File: src/rtl/hash_bcd_engine.sv
// Keyed hash display core: debounced run toggle, periodic hash update and a
// sequential double-dabble converter feeding a packed BCD digit bus.
module hash_bcd_engine #(
    parameter int unsigned WIDTH           = 16,
    parameter int unsigned N_DIGITS        = 5,
    parameter int unsigned MULT            = 5,
    parameter int unsigned DEBOUNCE_CYCLES = 4,
    parameter int unsigned TICK_CYCLES     = 40
) (
    input  logic                  sysclk,
    input  logic                  rst_n,
    input  logic                  button_in,
    input  logic [WIDTH-1:0]      student_id,
    input  logic                  clear,
    output logic                  run,
    output logic [WIDTH-1:0]      hash_out,
    output logic                  busy,
    output logic [4*N_DIGITS-1:0] digits_out,
    output logic                  digits_valid,
    output logic                  ovf
);

    localparam int unsigned BCD_W  = 4 * N_DIGITS;
    localparam int unsigned DEB_W  = (DEBOUNCE_CYCLES > 1) ? $clog2(DEBOUNCE_CYCLES) : 1;
    localparam int unsigned TICK_W = $clog2(TICK_CYCLES);
    localparam int unsigned BIT_W  = $clog2(WIDTH + 1);

    typedef enum logic [1:0] {
        S_IDLE  = 2'd0,
        S_SHIFT = 2'd1,
        S_DONE  = 2'd2
    } state_t;

    // Button path
    logic              btn_meta_q, btn_sync_q;
    logic              deb_level_q, deb_level_d;
    logic [DEB_W-1:0]  deb_cnt_q, deb_cnt_d;
    logic              run_q, run_d;

    // Tick and hash
    logic [TICK_W-1:0] tick_cnt_q, tick_cnt_d;
    logic              tick;
    logic              tick_eff;
    logic [WIDTH-1:0]  hash_q, hash_d;
    logic [WIDTH-1:0]  hash_mul;
    logic [WIDTH-1:0]  hash_next;

    // Converter
    state_t            state_q, state_d;
    logic [WIDTH-1:0]  shreg_q, shreg_d;
    logic [BCD_W-1:0]  bcd_q, bcd_d;
    logic [BCD_W-1:0]  bcd_adj;
    logic [BIT_W-1:0]  bit_cnt_q, bit_cnt_d;
    logic              ovf_acc_q, ovf_acc_d;
    logic [BCD_W-1:0]  digits_q, digits_d;
    logic              ovf_q, ovf_d;
    logic              valid_q, valid_d;
    logic              busy_q, busy_d;

    function automatic logic [BCD_W-1:0] dd_adjust(input logic [BCD_W-1:0] v);
        logic [BCD_W-1:0] r;
        r = v;
        for (int k = 0; k < int'(N_DIGITS); k++) begin
            if (v[4*k +: 4] >= 4'd5) begin
                r[4*k +: 4] = v[4*k +: 4] + 4'd3;
            end
        end
        return r;
    endfunction

    // Debounce: level follows the synchronised input after enough differing samples
    always_comb begin
        deb_cnt_d   = '0;
        deb_level_d = deb_level_q;
        if (btn_sync_q != deb_level_q) begin
            if (deb_cnt_q == DEB_W'(DEBOUNCE_CYCLES - 1)) begin
                deb_level_d = btn_sync_q;
            end else begin
                deb_cnt_d = deb_cnt_q + DEB_W'(1);
            end
        end
        run_d = run_q ^ (deb_level_d & ~deb_level_q);
    end

    // Tick generator and hash update
    always_comb begin
        tick       = 1'b0;
        tick_cnt_d = tick_cnt_q;
        if (!run_q) begin
            tick_cnt_d = '0;
        end else if (tick_cnt_q == TICK_W'(TICK_CYCLES - 1)) begin
            tick       = 1'b1;
            tick_cnt_d = '0;
        end else begin
            tick_cnt_d = tick_cnt_q + TICK_W'(1);
        end
    end

    assign tick_eff  = tick & ~clear;
    assign hash_mul  = hash_q * WIDTH'(MULT);
    assign hash_next = hash_mul + student_id;
    assign bcd_adj   = dd_adjust(bcd_q);

    always_comb begin
        hash_d = hash_q;
        if (clear) begin
            hash_d = '0;
        end else if (tick) begin
            hash_d = hash_next;
        end
    end

    // Converter next-state and outputs; a tick restarts from any state
    always_comb begin
        state_d   = state_q;
        shreg_d   = shreg_q;
        bcd_d     = bcd_q;
        bit_cnt_d = bit_cnt_q;
        ovf_acc_d = ovf_acc_q;
        digits_d  = digits_q;
        ovf_d     = ovf_q;
        valid_d   = 1'b0;

        if (clear) begin
            state_d  = S_IDLE;
            digits_d = '0;
            ovf_d    = 1'b0;
        end else if (tick_eff) begin
            state_d   = S_SHIFT;
            shreg_d   = hash_next;
            bcd_d     = '0;
            bit_cnt_d = '0;
            ovf_acc_d = 1'b0;
        end else begin
            unique case (state_q)
                S_SHIFT: begin
                    bcd_d     = {bcd_adj[BCD_W-2:0], shreg_q[WIDTH-1]};
                    shreg_d   = {shreg_q[WIDTH-2:0], 1'b0};
                    ovf_acc_d = ovf_acc_q | bcd_adj[BCD_W-1];
                    bit_cnt_d = bit_cnt_q + BIT_W'(1);
                    if (bit_cnt_q == BIT_W'(WIDTH - 1)) begin
                        state_d = S_DONE;
                    end
                end
                S_DONE: begin
                    digits_d = bcd_q;
                    ovf_d    = ovf_acc_q;
                    valid_d  = 1'b1;
                    state_d  = S_IDLE;
                end
                default: begin
                    state_d = S_IDLE;
                end
            endcase
        end

        busy_d = (state_d != S_IDLE);
    end

    always_ff @(posedge sysclk or negedge rst_n) begin
        if (!rst_n) begin
            btn_meta_q  <= 1'b0;
            btn_sync_q  <= 1'b0;
            deb_level_q <= 1'b0;
            deb_cnt_q   <= '0;
            run_q       <= 1'b0;
            tick_cnt_q  <= '0;
            hash_q      <= '0;
            state_q     <= S_IDLE;
            shreg_q     <= '0;
            bcd_q       <= '0;
            bit_cnt_q   <= '0;
            ovf_acc_q   <= 1'b0;
            digits_q    <= '0;
            ovf_q       <= 1'b0;
            valid_q     <= 1'b0;
            busy_q      <= 1'b0;
        end else begin
            btn_meta_q  <= button_in;
            btn_sync_q  <= btn_meta_q;
            deb_level_q <= deb_level_d;
            deb_cnt_q   <= deb_cnt_d;
            run_q       <= run_d;
            tick_cnt_q  <= tick_cnt_d;
            hash_q      <= hash_d;
            state_q     <= state_d;
            shreg_q     <= shreg_d;
            bcd_q       <= bcd_d;
            bit_cnt_q   <= bit_cnt_d;
            ovf_acc_q   <= ovf_acc_d;
            digits_q    <= digits_d;
            ovf_q       <= ovf_d;
            valid_q     <= valid_d;
            busy_q      <= busy_d;
        end
    end

    assign run          = run_q;
    assign hash_out     = hash_q;
    assign busy         = busy_q;
    assign digits_out   = digits_q;
    assign digits_valid = valid_q;
    assign ovf          = ovf_q;

endmodule
File: config.mk
export PLATFORM = sky130hd
export DESIGN_NAME = hash_bcd_engine
export DESIGN_NICKNAME = d
export VERILOG_FILES = /design/src/rtl/hash_bcd_engine.sv
export SDC_FILE = /design/constraint.sdc
export NUM_CORES = 1
export LEC_CHECK = 0
export CAP_MARGIN = 5
export CORE_MARGIN = 5
export CORE_UTILIZATION = 30
export CTS_CLUSTER_DIAMETER = 200
export DETAILED_ROUTE_END_ITERATION = 16
export DONT_BUFFER_PORTS = 1
export GPL_ROUTABILITY_DRIVEN = 0
export PLACE_DENSITY = 0.4
export SYNTH_ARGS = -nofsm -noshare
export SYNTH_HDL_FRONTEND = slang
export SYNTH_SLANG_ARGS = --single-unit
File: constraint.sdc
create_clock -name sysclk -period 5.5 [get_ports sysclk]
set_clock_uncertainty 0.05 [all_clocks]
set_input_delay 0.55 -clock sysclk [delete_from_list [all_inputs] [get_ports sysclk]]
set_output_delay 0.55 -clock sysclk [all_outputs]
set_load 0.005 [all_outputs]
==> flow_summary.json <==
{
  "cell_internal_pwr_mw": 1.19,
  "post-synth-top-count-cell": "dfrtp_1",
  "end_kind": "register",
  "antennaDiodeCount": 0,
  "vias_per_cell": 4.90,
  "worst_slew_margin_rel_pct": 34.0,
  "total_leakage_power_nw": 2.87,
  "reg2reg_from": "hash_out[4]",
  "synth_enable_flop_cells": 0,
  "synth.cells.most_frequent": "dfrtp_1 (95), nand2_1 (84), inv_1 (72)",
  "timing.critical_path.slowest_stage_cell": "fa_1",
  "hold_wc_path_type": "in2async",
  "cpLargestDelayFamily": "compound AO/OA/AOI/OAI gates",
  "vias_after_detailed_routing": 4055,
  "comb_power_share_pct": 10.6,
  "setup_tns_ns": 0,
  "detailed_place_hpwl_um": 8840,
  "p_sw_mw": 0.422,
  "syn2layout_area_growth_pct": 10.2,
  "synth_top_area_cell": "dfrtp_1",
  "drc": 0,
  "power_mw": 1.61,
  "synth.yosys.warnings": 0,
  "netlist.area_leader.share_pct": 42.9,
  "cts.path.max_buffers": 2,
  "final_hold_viol_count": 0,
  "worstPathArrival_ns": 3.37,
  "seq_area_frac_synth_pct": 42.9,
  "fillers": 1831,
  "seq_power_share_pct": 49.3,
  "final-setup-viol-count": 0,
  "rsz0062_at_grt": "false",
  "ff2ff_setup_slack_ns": 2.34,
  "post_cts.resized_instances": 0,
  "track_usage_pct": 12.8,
  "vias_in_the_first_global_route": 4197,
  "area_of_the_die_um2": 21300,
  "worst_case_vdd_ir_drop_mv": 0.160,
  "clock_tree.root_cell": "clkbuf_16",
  "htree_levels": 3,
  "worstSkewPairLatency_ns": 0.35,
  "layoutNonFillerInstCount": 828,
  "cell_by_cell_trace_of_the_critical_path": "ha_1 > inv_1 > fa_1 > inv_1 > ha_1 > a21o_1 > a21oi_1 > a211oi_1 > o32ai_1 > xor2_1 > a211oi_1",
  "crit_path_max_fanout": 5,
  "area.sequential_um2": 2380,
  "grt_antenna_before_repair": 0,
  "placeableCoreArea_um2": 18100,
  "r2r-end": "hash_out[14]",
  "synth_nets": 677,
  "min_period_ns": 3.16,
  "synth.distinct_cells": 44,
  "clk_transition_reported_paths_ns": 0.07,
  "clock_sinks": 95,
  "cts_inserted_buffers": 9,
  "layout_worst_path_cycle_share_pct": 57.5,
  "drt_iter0_markers": 182,
  "multi_input_gate_area_um2": 2810,
  "initial_util_pct": 30.6,
  "critPathBufInv": 2,
  "power.share.switching_pct": 26.1,
  "startpoint_type": "register",
  "crit_path_end": "hash_out[14]",
  "timing.reg2reg.worst_path_depth": 11,
  "worst-slew-pin-transition_ns": 0.989,
  "drv_slew": 0,
  "synth_flop_cell": "dfrtp_1",
  "timing.setup.critical_path_class": "reg2reg",
  "fmax_mhz": 316,
  "wire_per_inst_um": 15.9,
  "antenna_left": 0,
  "fin_worst_hold_slack_ns": 0.0659,
  "cts_tree": "built",
  "drt-total-wl_um": 13100,
  "crit_path_start": "hash_out[4]",
  "grt_first_pass_wirelength_um": 22200,
  "cp_num_cells": 11,
  "die_width_um": 146,
  "share_clk_of_total_power_pct": 40.1,
  "power_density_nw_per_um2": 265,
  "grt_overflow_total": 0,
  "worst_path_largest_cell_delay_ns": 0.49,
  "floorplan.rows": 49,
  "synth.avg_cell_area_um2": 9.23,
  "port-buffer-count": 0,
  "postSynth.asyncResetShare_pct": 100,
  "layout-drive-gt1-share_pct": 4.84,
  "synth_seq_cells": 95,
  "synthesis.area_um2": 5540,
  "maximum_number_of_pins_on_one_net_before_global_route_repair": 96,
  "synth_area_leaders": "dfrtp_1 (43%), ha_1 (9.9%), nand2_1 (5.7%), a21oi_1 (4.9%), inv_1 (4.9%)",
  "die-height_um": 146,
  "endpoint_required_time_on_the_critical_path_ns": 5.70,
  "final_nets": 671,
  "syn-instance-count": 600,
  "drv.max_cap_violation_count": 0,
  "placed_cells": 811,
  "outcome": "finished clean",
  "ioPinCount": 60,
  "dr.pass1.iters": 4
}
==> cell families (layout without fill, tap and decap cells) <==
logic type | count (synthesis) | in the layout | share of synthesized area (%)
buf+inv | 94 | 93 | 6.55
flops | 95 | 95 | 42.9
compound gates | 143 | 143 | 16.0
fa+ha+maj | 57 | 57 | 14.6
mux | 2 | 2 | 0.362
simple gates | 181 | 181 | 15.1
xor+xnor | 28 | 28 | 4.43
==> flip-flops by register name (all words and copies together), names as in the netlist, 2 cells and up <==
name,count
bcd_q,20
tick_cnt_q,6
bit_cnt_q,5
shreg_q,16
state_q,2
digits_out,20
deb_cnt_q,2
hash_out,16
==> cells in the final DEF, fill, tap and decap left out, types with 4 or more instances in the layout <==
cell,count
and3_1,13
dfrtp_1,95
xor2_1,12
o21ai_0,33
a211oi_1,7
inv_1,72
buf_4,4
clkbuf_16,9
a21o_1,5
a22o_1,21
ha_1,44
nor2_1,37
nor3_1,4
nor3b_1,4
fa_1,13
nand2_1,84
xnor2_1,16
nand2b_1,6
nand3b_1,5
nand3_1,12
a21oi_1,54
a31oi_1,5
==> power groups by stage <==
stage	clock (mW)	combinational, mW	sequential, mW
after floorplan	0	0.132	0.796
after global placement	0	0.153	0.809
after detailed placement	0	0.158	0.809
after CTS	0.672	0.176	0.796
after global routing	0.703	0.204	0.804
final	0.647	0.172	0.796
==> per-layer routing <==
layer / routed length (µm) / GRT usage [%] / vias up
met1: 6550 / 17.4 / 1967
met2: 5800 / 19.7 / 78
li1: - / - / 1997
met4: 191 / 4.99 / 0
met3: 610 / 3.18 / 13
met5: 0 / 0 / -
==> repair_timing <==
action,in CTS,in global routing
hold buffers,1,0
buffers inserted,0,0
hold endpoints to repair,95,0
endpoints found under the setup margin,0,0
==> worst min path at each step <==
stage / startpoint / to / slack [ns] / depth (start not counted)
6_report: rst_n / hash_out[4] / 0.07 / 1
5_1_grt: rst_n / hash_out[4] / 0.11 / 1
3_5_place_dp: rst_n / tick_cnt_q[3] / 0.21 / 0
3_3_place_gp: rst_n / tick_cnt_q[3] / 0.21 / 0
2_1_floorplan: rst_n / bcd_q[0] / 0.20 / 0
4_1_cts: rst_n / hash_out[4] / 0.09 / 1
==> through the flow <==
step / setup WS (ns) / area [µm²] / util, %
after global routing: 2.15 / 6100 / 33.8
after floorplan: 2.66 / 5540 / -
after global placement: 2.37 / 5780 / 31.9
final: 2.34 / 6100 / 33.8
after CTS: 2.31 / 6100 / 33.8
after detailed placement: 2.32 / 5780 / 31.9
==> final cells by class <==
cell class              count  share of cell area, %
clock inverters             4                  0.861
repair buffers              5                  0.943
clock buffers              12                   4.04
flip-flops and latches     95                   38.9
well taps                 229                   4.69
inverters                  72                   4.43
multi-input cells         411                   46.1
==> worst register-to-register path: stages, from the launching register on <==
cell and delay (ns):
dfrtp_1 0.44, ha_1 0.30, inv_1 0.05, fa_1 0.49, inv_1 0.04, ha_1 0.36
a21o_1 0.19, a21oi_1 0.26, a211oi_1 0.16, o32ai_1 0.35, xor2_1 0.14, a211oi_1 0.25
No activity file was read; power rests on OpenSTA's default activity.
